## config.mk

```make
export PLATFORM = sky130hd
export DESIGN_NAME = ntt_butterfly_exec
export DESIGN_NICKNAME = d
export VERILOG_FILES = /design/src/rtl/ntt_butterfly_exec.sv
export SDC_FILE = /design/constraint.sdc
export NUM_CORES = 1
export LEC_CHECK = 0
export CORE_MARGIN = 2
export CORE_UTILIZATION = 30
export DETAILED_ROUTE_END_ITERATION = 7
export SLEW_MARGIN = 20
export SYNTH_ARGS = -nofsm -noshare
export SYNTH_HDL_FRONTEND = slang
export SYNTH_SLANG_ARGS = --single-unit
```

## constraint.sdc

```tcl
create_clock -name clk -period 22.2 [get_ports clk]
set_clock_uncertainty 0.15 [all_clocks]
set_input_delay 4.44 -clock clk [delete_from_list [all_inputs] [get_ports clk]]
set_output_delay 4.44 -clock clk [all_outputs]
set_load 0.02 [all_outputs]
```

## src/rtl/ntt_butterfly_exec.sv

```systemverilog
`default_nettype none
// +----------------------------------------------------------------------------+
// | ntt_butterfly_exec : in-place radix-2 Cooley-Tukey butterfly executor       |
// | Optional NTT_EXEC_STATS_EN adds retired-butterfly counter bfly_cnt.         |
// | Rev 1.0                                                                     |
// +----------------------------------------------------------------------------+
module ntt_butterfly_exec #(
  parameter int N_LOG = 3,
  parameter int N     = 8,
  parameter int W     = 16,
  parameter int Q     = 17,
  parameter int OMEGA = 2
) (
  input  logic             clk,
  input  logic             rst_n,
  input  logic             in_valid,
  input  logic [N_LOG-1:0] in_addr_u,
  input  logic [N_LOG-1:0] in_addr_v,
  input  logic [N_LOG-1:0] in_addr_w,
  input  logic             in_done,
  input  logic             load_en,
  input  logic [N_LOG-1:0] load_addr,
  input  logic [W-1:0]     load_data,
  input  logic [N_LOG-1:0] rd_addr,
  output logic [W-1:0]     rd_data,
  output logic             busy,
  output logic             exec_done,
  output logic             load_err
`ifdef NTT_EXEC_STATS_EN
  ,
  output logic [2*N_LOG-1:0] bfly_cnt
`endif
);

  localparam logic [1:0] S_IDLE  = 2'd0;
  localparam logic [1:0] S_RUN   = 2'd1;
  localparam logic [1:0] S_FLUSH = 2'd2;
  localparam logic [1:0] S_DONE  = 2'd3;

  localparam logic [W-1:0]   C_Q      = W'(Q);
  localparam logic [W:0]     C_Q_X    = (W+1)'(Q);
  localparam logic [2*W-1:0] C_Q_WIDE = (2*W)'(Q);

  function automatic logic [W-1:0] pow_mod(input int e);
    longint r;
    r = 1;
    for (int k = 0; k < e; k++) r = (r * OMEGA) % Q;
    return W'(r);
  endfunction

  // Full N-entry table keeps the index at N_LOG bits; valid schedules only use the lower half.
  logic [W-1:0] rom [N];
  generate
    for (genvar gi = 0; gi < N; gi++) begin : g_rom
      assign rom[gi] = pow_mod(gi);
    end
  endgenerate

  logic [1:0]       r_state, w_next;
  logic [W-1:0]     r_ram [N];
  logic             r_e_valid;
  logic [W-1:0]     r_u, r_v, r_w;
  logic [N_LOG-1:0] r_addr_u, r_addr_v;
  logic             r_load_err;

  logic             w_accept, w_load;
  logic [W-1:0]     w_load_val;
  logic [2*W-1:0]   w_prod, w_t_full;
  logic [W-1:0]     w_t, w_u_new, w_v_new;
  logic [W:0]       w_sum, w_sum_red, w_v_alt;
  logic [W-1:0]     w_rd_u, w_rd_v;

  assign w_accept   = in_valid && ((r_state == S_IDLE) || (r_state == S_RUN));
  assign w_load     = load_en && !busy;
  assign w_load_val = load_data % C_Q;

  // E2 butterfly on the registered operands; operands are always already reduced mod Q.
  assign w_prod    = {{W{1'b0}}, r_v} * {{W{1'b0}}, r_w};
  assign w_t_full  = w_prod % C_Q_WIDE;
  assign w_t       = w_t_full[W-1:0];
  assign w_sum     = {1'b0, r_u} + {1'b0, w_t};
  assign w_sum_red = w_sum - C_Q_X;
  assign w_u_new   = (w_sum >= C_Q_X) ? w_sum_red[W-1:0] : w_sum[W-1:0];
  assign w_v_alt   = {1'b0, r_u} + C_Q_X - {1'b0, w_t};
  assign w_v_new   = (r_u >= w_t) ? (r_u - w_t) : w_v_alt[W-1:0];

  // E1 read forwards the writeback retiring on the same edge.
  always_comb begin
    w_rd_u = r_ram[in_addr_u];
    if (r_e_valid && (in_addr_u == r_addr_v)) w_rd_u = w_v_new;
    if (r_e_valid && (in_addr_u == r_addr_u)) w_rd_u = w_u_new;
  end

  always_comb begin
    w_rd_v = r_ram[in_addr_v];
    if (r_e_valid && (in_addr_v == r_addr_u)) w_rd_v = w_u_new;
    if (r_e_valid && (in_addr_v == r_addr_v)) w_rd_v = w_v_new;
  end

  always_ff @(posedge clk or negedge rst_n) begin
    if (!rst_n) begin
      r_e_valid <= 1'b0;
      r_u       <= '0;
      r_v       <= '0;
      r_w       <= '0;
      r_addr_u  <= '0;
      r_addr_v  <= '0;
    end else begin
      r_e_valid <= w_accept;
      if (w_accept) begin
        r_u      <= w_rd_u;
        r_v      <= w_rd_v;
        r_w      <= rom[in_addr_w];
        r_addr_u <= in_addr_u;
        r_addr_v <= in_addr_v;
      end
    end
  end

  always_ff @(posedge clk or negedge rst_n) begin
    if (!rst_n) begin
      for (int i = 0; i < N; i++) r_ram[i] <= '0;
    end else begin
      if (w_load) r_ram[load_addr] <= w_load_val;
      if (r_e_valid) begin
        r_ram[r_addr_u] <= w_u_new;
        r_ram[r_addr_v] <= w_v_new;
      end
    end
  end

  assign rd_data = r_ram[rd_addr];

  always_ff @(posedge clk or negedge rst_n) begin
    if (!rst_n) r_state <= S_IDLE;
    else        r_state <= w_next;
  end

  always_comb begin
    w_next = r_state;
    case (r_state)
      S_IDLE:  if (in_valid)   w_next = S_RUN;
      S_RUN:   if (in_done)    w_next = S_FLUSH;
      S_FLUSH: if (!r_e_valid) w_next = S_DONE;
      S_DONE:  if (!in_done)   w_next = S_IDLE;
      default:                 w_next = S_IDLE;
    endcase
  end

  always_comb begin
    busy      = (r_state == S_RUN) || (r_state == S_FLUSH);
    exec_done = (r_state == S_DONE);
  end

  always_ff @(posedge clk or negedge rst_n) begin
    if (!rst_n)                r_load_err <= 1'b0;
    else if (load_en && busy)  r_load_err <= 1'b1;
  end

  assign load_err = r_load_err;

`ifdef NTT_EXEC_STATS_EN
  logic [2*N_LOG-1:0] r_bfly_cnt;

  always_ff @(posedge clk or negedge rst_n) begin
    if (!rst_n)                                      r_bfly_cnt <= '0;
    else if ((r_state == S_IDLE) && (w_next == S_RUN)) r_bfly_cnt <= '0;
    else if (r_e_valid)                              r_bfly_cnt <= r_bfly_cnt + (2*N_LOG)'(1);
  end

  assign bfly_cnt = r_bfly_cnt;
`endif

endmodule
`default_nettype wire

```

# Yosys cells after proc, flatten, opt, wreduce, memory -nomap -nowiden
# Memories as Yosys holds them, arrays and structs flattened. A register that Yosys moved wholly into a read port is not among the register bits.
# Index checks and enable logic that the tools add are counted.
[op_classes]
addsub = 5
n_mul = 1
div_mod_pow = 2
magnitude_cmp = 11
eq_ne = 11
mux = 31
bitwise_logic = 7
reduce_logical = 16
[ops]
columns = ["operator", "count"]
rows = [
  ["bitwise mux 128 bit", 3],
  ["two-way mux 128 bit", 2],
  ["two-way mux 16 bit", 15],
  ["binary-select mux 16 bit (select 3 bit)", 3],
  ["demux 16 bit (select 3 bit)", 3],
  ["modulo 32 x 5 -> 32 bit (second input constant)", 1],
  ["multiplier 16 x 16 -> 32 bit", 1],
  ["subtractor 16 bit", 2],
  ["NOT 3 -> 4 bit", 7],
  [">= comparator 4 bit (second input constant)", 6],
  ["adder 16 x 16 -> 17 bit", 1],
  [">= comparator 17 x 5 -> 1 bit (second input constant)", 1],
  ["adder 16 x 5 -> 16 bit (second input constant)", 1],
  [">= comparator 16 bit", 1],
  ["modulo 16 x 5 -> 16 bit (second input constant)", 1],
  ["subtractor 16 x 5 -> 16 bit (second input constant)", 1],
  ["equality test 3 bit", 4],
  ["less-than comparator 4 x 1 -> 1 bit (second input constant)", 3],
  ["logical AND 1 bit", 10],
  ["two-way mux 2 bit", 4],
  ["!= test 2 bit (second input constant)", 4],
  ["case mux 2 bit (4 select lines)", 1],
  ["equality test 2 bit (second input constant)", 2],
  ["AND reduction 4 bit", 1],
  ["other kinds (4)", 6],
]
[word_totals]
register_bits = 170
mem_bits_ro = 128
in_bits = 36
output_inout_bits = 19
elab_cells = 100
memories = 1
[mem_list]
columns = ["memory", "depth", "word_bits", "rd", "rd_ports_with_merged_regs", "wr", "line_no", "text"]
rows = [
  ["(name not given)", 8, 16, 1, 1, 0, "113", "r_w <= rom[in_addr_w];"],
]

# Logic depth before layout (Yosys ltp)
# Gate-level depths: netlist (run 1).
[depth]
ltp_word = 10
depth_mapped = 94
ltp_nobuf = 87

# Least setup slack after synthesis (run 1)
# OpenSTA, ideal clock, no wires.
[synth_timing]
path_type = "register to register"
from = "reg r_w[3]"
to = "reg r_v[13]"
t_arrival_ps = 19376
required_ps = 21917
path_slack_ps = 2541
path_stages_with_launch = 88
period_less_slack_ps = 19659
cell_sequence = "dfrtp_1 > clkbuf_1 > nand2_1 > fa_1 > inv_1 > ha_1 > ha_1 > fa_1 > ha_1 > inv_1 > fa_1 > inv_1 > ha_1 > buf_4 > and4_4 > and3_1 > a211o_1 > o21ai_4 > [52 not listed] > a21o_1 > nand2_1 > a21oi_1 > nor2_1 > or3_1 > or2_2 > or2_2 > or3_1 > or3_1 > nor4_1 > nor3b_1 > or2_2 > clkbuf_1 > nor3_1 > xnor2_1 > o21ai_0 > a21oi_1 > o21ai_0"
[synth_via]
elab_chain_len = 7
word_cells_on_any_way = 12
cone_classes = "4 x add/sub; 1 x mul; 1 x div; 2 x order compare; 4 x mux"
[synth_rtl]
columns = ["element", "line_no", "text"]
rows = [
  ["start, declared", "62", "logic [W-1:0] r_u, r_v, r_w;"],
  ["multiplier 16 x 16 -> 32 bit *", "78", "assign w_prod = {{W{1'b0}}, r_v} * {{W{1'b0}}, r_w};"],
  ["modulo 32 x 5 -> 32 bit *", "79", "assign w_t_full = w_prod % C_Q_WIDE;"],
  ["adder 16 x 16 -> 17 bit", "81", "assign w_sum = {1'b0, r_u} + {1'b0, w_t};"],
  ["subtractor 16 x 5 -> 16 bit or >= comparator 17 x 5 -> 1 bit (tied branches)", "82, 83", ""],
  ["two-way mux 16 bit", "83", "assign w_u_new = (w_sum >= C_Q_X) ? w_sum_red[W-1:0] : w_sum[W-1:0];"],
  ["two-way mux 16 bit", "96", "if (r_e_valid && (in_addr_v == r_addr_u)) w_rd_v = w_u_new;"],
  ["two-way mux 16 bit *", "97", "if (r_e_valid && (in_addr_v == r_addr_v)) w_rd_v = w_v_new;"],
  ["end signal, assigned", "112", "r_v <= w_rd_v;"],
  ["end, declared", "62", ""],
]
# Mark *: on every way between the ends. The rest lies on a longest branch, timed or not.
# A chain may end at the register's enable or synchronous reset.

# Final worst setup path (run 1)
[layout_timing]
from = "reg r_v[7]"
to = "reg r_v[2]"
[layout_via]
elab_chain_len = 7
word_cells_on_any_way = 12
cone_classes = "4 x add/sub; 1 x mul; 1 x div; 2 x order compare; 4 x mux"
[layout_rtl]
columns = ["element", "line_no"]
rows = [
  ["multiplier 16 x 16 -> 32 bit *", "78"],
  ["modulo 32 x 5 -> 32 bit *", "79"],
  ["adder 16 x 16 -> 17 bit", "81"],
  ["subtractor 16 x 5 -> 16 bit or >= comparator 17 x 5 -> 1 bit (tied branches)", "82, 83"],
  ["two-way mux 16 bit", "83"],
  ["two-way mux 16 bit", "96"],
  ["two-way mux 16 bit *", "97"],
]
# Marks and branches as above.

==> impl_metrics.toml, run 1 <==
[worst_setup_path]
worst-setup-path-type = "flop to flop"
crit_top_cell = "a21oi_1"
crit_arrival_ps = 21070
crit_path_top_delay_cell = "or4_1"
slowest_delay_ps = 590
cp-start-kind = "flop"
end_kind = "flop"
crit_path_max_fanout = 10
cp.required_ps = 22350

[floorplanning]
die-area_um2 = 81400
die_x_um = 285
rows = 103
start_util = 0.302
chipHeight_um = 285
core_um2 = 78600
top_level_ports = 55

[synthesis]
yosys.cell_types.count = 127
synth-xor-area-share = 0.0458
synth_edf_count = 0
synth-seq-cells = 175
synth-simple-area-share = 0.170
synth_mux_area_frac = 0.144
syn_nets = 3101
synth_compound_area_frac = 0.271
ys_seq_area_frac = 0.184
synth_area_per_cell_um2 = 8.30
synth_flop_cell = "dfrtp_1"
syn_area_um2 = 23700
async_reset_ff_frac = 1.00
synth_top_family_by_area = "compound AO/OA/AOI/OAI gates"
synthCells = 2861
ys_warn_count = 0
synth_fa_ha_area_frac = 0.126

[global_routing]
grt_usage = 0.189
grt_start_max_net_pins = 92
grt_overflow = 0
grt_antenna_before_repair = 0
grt_pass1_vias = 21646
grt_pass1_wl_mm = 124

[clock_tree]
clk_pin_slew_ps = 80
cts-root-buf = "clkbuf_16"
cts_buffers = 17
clock-sinks = 175
cts_max_path_buffers = 2
cts_tree = "done"
htree_levels = 4
clkLatencyLatePin_ps = 460

[finish]
nFillCells = 8269
layout_commonest_cell = "nand2_1"
stdcell_area_um2 = 26100
num_antenna_cells = 0
final_net_count = 3064
syn2layout_area_growth_pct = 9.92
layout-drive-gt1-share = 0.131
layout_common_cells = "nand2_1 (292), o21ai_0 (231), nor2_1 (211)"

[min_path]
hold_path_class = "flop to flop"

[sta]
fmax_mhz = 47.8
maxSlewViolCount = 0
min_period_over_period = 0.942
worst_slew_pin_slew_ps = 1150
min_period_ps = 20920
hold_slack_ps = 317
setup_viol = 0
setup_tns_ps = 0
hold_violations = 0
slew_headroom = 0.233

[routing]
drc = 0
drt_wl_total_mm = 78.6
drt-initial-drc-count = 2261
avgRoutedWirePerCell_um = 20.2
vias = 22553
first_pass_iters = 6
drt-vias-per-instance = 5.80
drtAntennaViolNets = 0

[placed_design]
gp_congestion = 0.902
portBuffers = 54
place_area_um2 = 25300
dp_hpwl_mm = 55.4

[flow_run]
maxCapViolations = 0

[status]
outcome = "finished, final reports clean"
-- layer usage --
metal  vias to the layer above  track usage  share of wire
li1                      10493            -              -
met1                     10854        0.251           0.43
met2                      1020        0.303           0.46
met3                       186       0.0394          0.079
met4                         0       0.0666          0.034
met5                         -            0              0
-- logic make-up after synthesis --
group / count (synthesis)
compound gates: 948
buf+inv: 360
flops: 175
simple gates: 838
xor+xnor: 121
mux: 213
fa+ha+maj: 206
-- cell usage after synthesis, types with 33 or more instances --
master,count,area share
and2_1,59,0.016
xnor2_1,85,0.031
inv_1,193,0.031
ha_1,147,0.077
clkbuf_1,130,0.021
nand3_1,51,0.011
a22oi_1,56,0.018
a22o_1,40,0.015
nor3_1,39,0.0082
fa_1,57,0.048
mux2i_1,51,0.021
nor2_1,214,0.034
o22ai_1,136,0.036
xor2_1,33,0.012
a21oi_1,149,0.031
mux4_2,96,0.091
mux2_2,62,0.029
o21ai_0,236,0.050
dfrtp_1,175,0.18
nand2_1,292,0.046
nand2b_1,36,0.0095
-- registers in the layout (all words and copies together), names as in the netlist --
| register | cells |
|---|---|
| load_err | 1 |
| r_u | 16 |
| r_ram | 128 |
| r_e_valid | 1 |
| r_addr_v | 3 |
| r_v | 16 |
| r_addr_u | 3 |
| r_state | 2 |
| r_w | 5 |
-- worst max-delay path: cells and delay by family (launching register included) --
family	cells	cell delay, ps
multiplexers	2	760
AND/OR/NAND/NOR	29	6840
XOR/XNOR	1	490
flip-flops	1	530
buffers and inverters	5	430
adder cells (fa/ha/maj)	10	3500
AO/OA/AOI/OAI	34	7990
-- final timing paths --
path	start	endpoint	slack, ps	cells past startpoint
max reg2reg	r_v[7]	r_v[2]	1280	81
max	r_v[7]	r_v[2]	1280	81
min in group asynchronous	rst_n	r_ram[95]	3780	1
min reg2reg	load_err	load_err	320	1
max in group asynchronous	rst_n	r_e_valid	15920	3
min	load_err	load_err	320	1
-- stage by stage --
step / setup WS, ps / instances / util
floorplan: 2540 / 2861 / -
global placement: 950 / 3851 / 0.322
detailed placement: 488 / 3851 / 0.322
CTS: 475 / 3883 / 0.330
global route: -67.7 / 3887 / 0.332
finish: 1280 / 3887 / 0.332
-- repair_timing --
item	CTS	global route
buffers inserted	0	4
endpoints found under the setup margin	0	160
hold buffers	0	0
resized for setup	0	30
-- cell type report --
type / instances / area [um^2] / share of cell area
multi-input cells: 2326 / 18200 / 0.696
flip-flops and latches: 175 / 4390 / 0.168
well taps: 1050 / 1310 / 0.0503
repair buffers: 110 / 932 / 0.0357
inverters: 194 / 728 / 0.0279
clock buffers: 17 / 425 / 0.0163
clock inverters: 15 / 151 / 0.00580
Power of run 1 is left out: the tool's default activity adds up to more than one toggle a clock period on the data nets, which glitch-free logic cannot reach.
==> inputs of run 2 (changes only) <==
--- a/config.mk
+++ b/config.mk
@@ -5,6 +5,7 @@
 export SDC_FILE = /design/constraint.sdc
 export NUM_CORES = 1
 export LEC_CHECK = 0
+export CORE_ASPECT_RATIO = 1.4
 export CORE_MARGIN = 2
 export CORE_UTILIZATION = 30
 export DETAILED_ROUTE_END_ITERATION = 7
==> run 2 against run 1 <==
Clock-buffer cell count rose by 2. Critical endpoint is now r_v[6]. Critical path depth rose by 3. Largest cell class unchanged. Sequential share of layout area fell by 0.17 points. Maximum frequency rose by 0.23%. Critical path type unchanged.
==> impl_metrics.toml, run 2 (synthesized netlist as in run 1, its figures left out) <==
[status]
outcome = "finished, final reports clean"

[global_routing]
grt_start_max_net_pins = 89
grt_pass1_wl_mm = 129
grt_antenna_before_repair = 0
grt_pass1_vias = 22610
grt_overflow = 0
grt_usage = 0.198

[finish]
largest_register_ffs = 128
final_net_count = 3074
layout_common_cells = "nand2_1 (292), o21ai_0 (230), nor2_1 (210)"
top_regs = "r_ram x128, r_u x16, r_v x16"
post-route-util = 0.335
num_antenna_cells = 0
top_register = "r_ram"
syn2layout_area_growth_pct = 11.1
layout_commonest_cell = "nand2_1"
layout-drive-gt1-share = 0.141
stdcell_area_um2 = 26400

[sta]
hold_slack_ps = 314
fmax_mhz = 47.9
hold_violations = 0
setup_viol = 0
worst_slew_pin_slew_ps = 1290
min_period_ps = 20870
slew_headroom = 0.136
min_period_over_period = 0.940
maxSlewViolCount = 0

[worst_setup_path]
end_kind = "flop"
crit_path_top_delay_cell = "or4_1"
worst-setup-path-type = "flop to flop"
reg2reg_to = "r_v[6]"
cp-start-kind = "flop"
crit_top_cell = "a21oi_1"
r2r_cells = 84
rrSetupSlack_ps = 1330
crit_path_max_fanout = 13
crit_arrival_ps = 21020
cp.required_ps = 22350
worstReg2RegStart = "r_w[3]"
slowest_delay_ps = 600

[routing]
drc = 0
drt_wl_total_mm = 83.0
drt-initial-drc-count = 2316
vias = 22973
first_pass_iters = 5
drtAntennaViolNets = 0
avgRoutedWirePerCell_um = 21.3
drt-vias-per-instance = 5.89

[placed_design]
gp_congestion = 0.921
portBuffers = 54
dp_hpwl_mm = 59.1
place_area_um2 = 25300

[floorplanning]
rows = 122
core_um2 = 78800
start_util = 0.301
top_level_ports = 55
die_x_um = 242
die-area_um2 = 81500
chipHeight_um = 337

[min_path]
hold_path_depth = 1
hold_path_class = "flop to flop"
min_to = "load_err"
worstHoldStart = "load_err"

[clock_tree]
cts_tree = "done"
clk_pin_slew_ps = 70
cts_max_path_buffers = 2
cts-root-buf = "clkbuf_16"
cts_hold_buf = 0
clkLatencyLatePin_ps = 460
cts_buffers = 17
clock-sinks = 175
htree_levels = 4

[flow_run]
maxCapViolations = 0
run 2: layout make-up:
cell class | count | area, um^2
fill | 8267 | 52400
tap | 1054 | 1320
clock inverter | 12 | 158
sequential | 175 | 4390
clock buffer | 19 | 453
timing repair buffer | 120 | 1010
inverter | 194 | 728
multi-input combinational | 2326 | 18300
run 2: metal layers:
layer	vias to the layer above	share of wire	track usage
met5	-	0	0
met4	0	0.060	0.110
met3	296	0.073	0.0315
met2	1061	0.49	0.356
met1	11103	0.37	0.224
li1	10513	-	-
run 2: per-stage QoR:
stage	TNS [ps]	cells	worst slack (ps)
6_report	0	3900	1330
5_1_grt	-202	3900	-92.5
4_1_cts	0	3882	93.6
3_5_place_dp	0	3851	150
3_3_place_gp	0	3851	640
2_1_floorplan	0	2861	2540
run 2: how the worst max path moves through the flow:
stage / from / end / slack [ps] / cells after the start
floorplan: r_w[3] / r_v[13] / 2540 / 87
global placement: r_w[3] / r_v[13] / 640 / 84
detailed placement: r_w[3] / r_v[13] / 150 / 84
CTS: r_w[3] / r_v[13] / 90 / 84
global route: r_w[3] / r_v[6] / -90 / 87
finish: r_w[3] / r_v[6] / 1330 / 84
run 2: critical path: cells and delay by family, from the launching register on:
family | cells | cell delay [ps]
compound gates | 34 | 7510
simple gates | 30 | 7200
fa+ha+maj | 10 | 3460
buf+inv | 7 | 870
mux | 2 | 660
flops | 1 | 500
xor+xnor | 1 | 330
run 2: repair_timing:
action | in CTS | in global routing
buffers inserted | 0 | 18
setup endpoints to repair | 0 | 160
resized for setup | 0 | 55
Power of run 2 is left out for the same reason.
==> inputs of run 3 (changes only) <==
--- a/config.mk
+++ b/config.mk
@@ -9,7 +9,6 @@
 export CORE_MARGIN = 2
 export CORE_UTILIZATION = 30
 export DETAILED_ROUTE_END_ITERATION = 7
-export SLEW_MARGIN = 20
 export SYNTH_ARGS = -nofsm -noshare
 export SYNTH_HDL_FRONTEND = slang
 export SYNTH_SLANG_ARGS = --single-unit
==> run 3 against run 2 <==
First-iteration DRC count down 2.3%. Clock-buffer cell count unchanged. Maximum frequency about the same. Final cell count unchanged. Die area unchanged.
==> impl_metrics.toml, run 3 (synthesized netlist as in run 1, its figures left out) <==
[status]
outcome = "finished, final reports clean"

[floorplanning]
die_x_um = 242
core_um2 = 78800
start_util = 0.301
top_level_ports = 55
chipHeight_um = 337
rows = 122
die-area_um2 = 81500

[sta]
setup_viol = 0
hold_slack_ps = 314
hold_violations = 0
min_period_ps = 20850
worst_slew_pin_slew_ps = 1320
maxSlewViolCount = 0
slew_headroom = 0.120
min_period_over_period = 0.939
fmax_mhz = 48.0

[routing]
avgRoutedWirePerCell_um = 21.3
drc = 0
drt-vias-per-instance = 5.89
first_pass_iters = 6
drtAntennaViolNets = 0
drt_wl_total_mm = 83.0
drt-initial-drc-count = 2262
vias = 22962

[min_path]
hold_path_class = "flop to flop"

[finish]
post-route-util = 0.335
syn2layout_area_growth_pct = 11.0
layout_commonest_cell = "nand2_1"
final_net_count = 3074
largest_register_ffs = 128
nFillCells = 8272
num_antenna_cells = 0
top_regs = "r_ram x128, r_u x16, r_v x16"
layout_common_cells = "nand2_1 (292), o21ai_0 (230), nor2_1 (210)"
stdcell_area_um2 = 26400
top_register = "r_ram"
layout-drive-gt1-share = 0.140

[worst_setup_path]
crit_path_max_fanout = 13
cp.required_ps = 22350
crit_path_top_delay_cell = "or4_1"
worst-setup-path-type = "flop to flop"
crit_top_cell = "a21oi_1"
end_kind = "flop"
cp-start-kind = "flop"
crit_arrival_ps = 21000
slowest_delay_ps = 600

[clock_tree]
cts_tree = "done"
clock-sinks = 175
cts-root-buf = "clkbuf_16"
cts_buffers = 17
cts_max_path_buffers = 2
htree_levels = 4
cts_hold_buf = 0
clk_pin_slew_ps = 70
clkLatencyLatePin_ps = 460

[global_routing]
grt_antenna_before_repair = 0
gr-usage-met3 = 0.0315
grt_start_max_net_pins = 89
grt_overflow = 0
grt_pass1_vias = 22610
met1_usage = 0.224
grt_usage = 0.198
use_met2 = 0.356
grt.busiest_layer = "met2"
grt_pass1_wl_mm = 129

[flow_run]
maxCapViolations = 0

[placed_design]
portBuffers = 54
place_area_um2 = 25300
gp_congestion = 0.921
dp_hpwl_mm = 59.1
-- run 3: through the flow --
stage	worst slack, ps	instances	TNS, ps
after CTS	93.6	3882	0
final	1350	3900	0
after global routing	-81.6	3900	-166
after global placement	640	3851	0
after floorplan	2540	2861	0
after detailed placement	150	3851	0
-- run 3: layer usage --
layer  up-vias  routed length, um
met5         -                  0
met2      1068              40800
met4         0               5140
li1      10509                  -
met1     11094              31200
met3       291               5910
-- run 3: layout make-up --
class	count	area [um^2]	area share
multi-input combinational	2326	18300	0.694
clock inverter	12	158	0.00598
clock buffer	19	453	0.0172
tap	1054	1320	0.0500
inverter	194	728	0.0276
timing repair buffer	120	1010	0.0383
sequential	175	4390	0.166
-- run 3: worst max-delay path: cells and delay by family, from the launching register on --
family	cells	cell delay, ps
compound gates	34	7540
xor+xnor	1	320
fa+ha+maj	10	3460
buf+inv	7	860
flops	1	500
mux	2	660
simple gates	30	7140
-- run 3: worst paths after layout --
check / from / to / slack [ps] / cells past startpoint
max in group asynchronous: rst_n / r_ram[80] / 16100 / 3
hold reg to reg: load_err / load_err / 310 / 1
min in group asynchronous: rst_n / r_v[15] / 3780 / 1
setup reg to reg: r_w[3] / r_v[6] / 1350 / 84
hold / removal: load_err / load_err / 310 / 1
setup / recovery: r_w[3] / r_v[6] / 1350 / 84
-- run 3: timing repair --
| item | in CTS | in global routing |
|---|---|---|
| buffers inserted | 0 | 18 |
| setup endpoints to repair | 0 | 160 |
| gates resized for setup | 0 | 55 |
Power of run 3 is left out for the same reason.
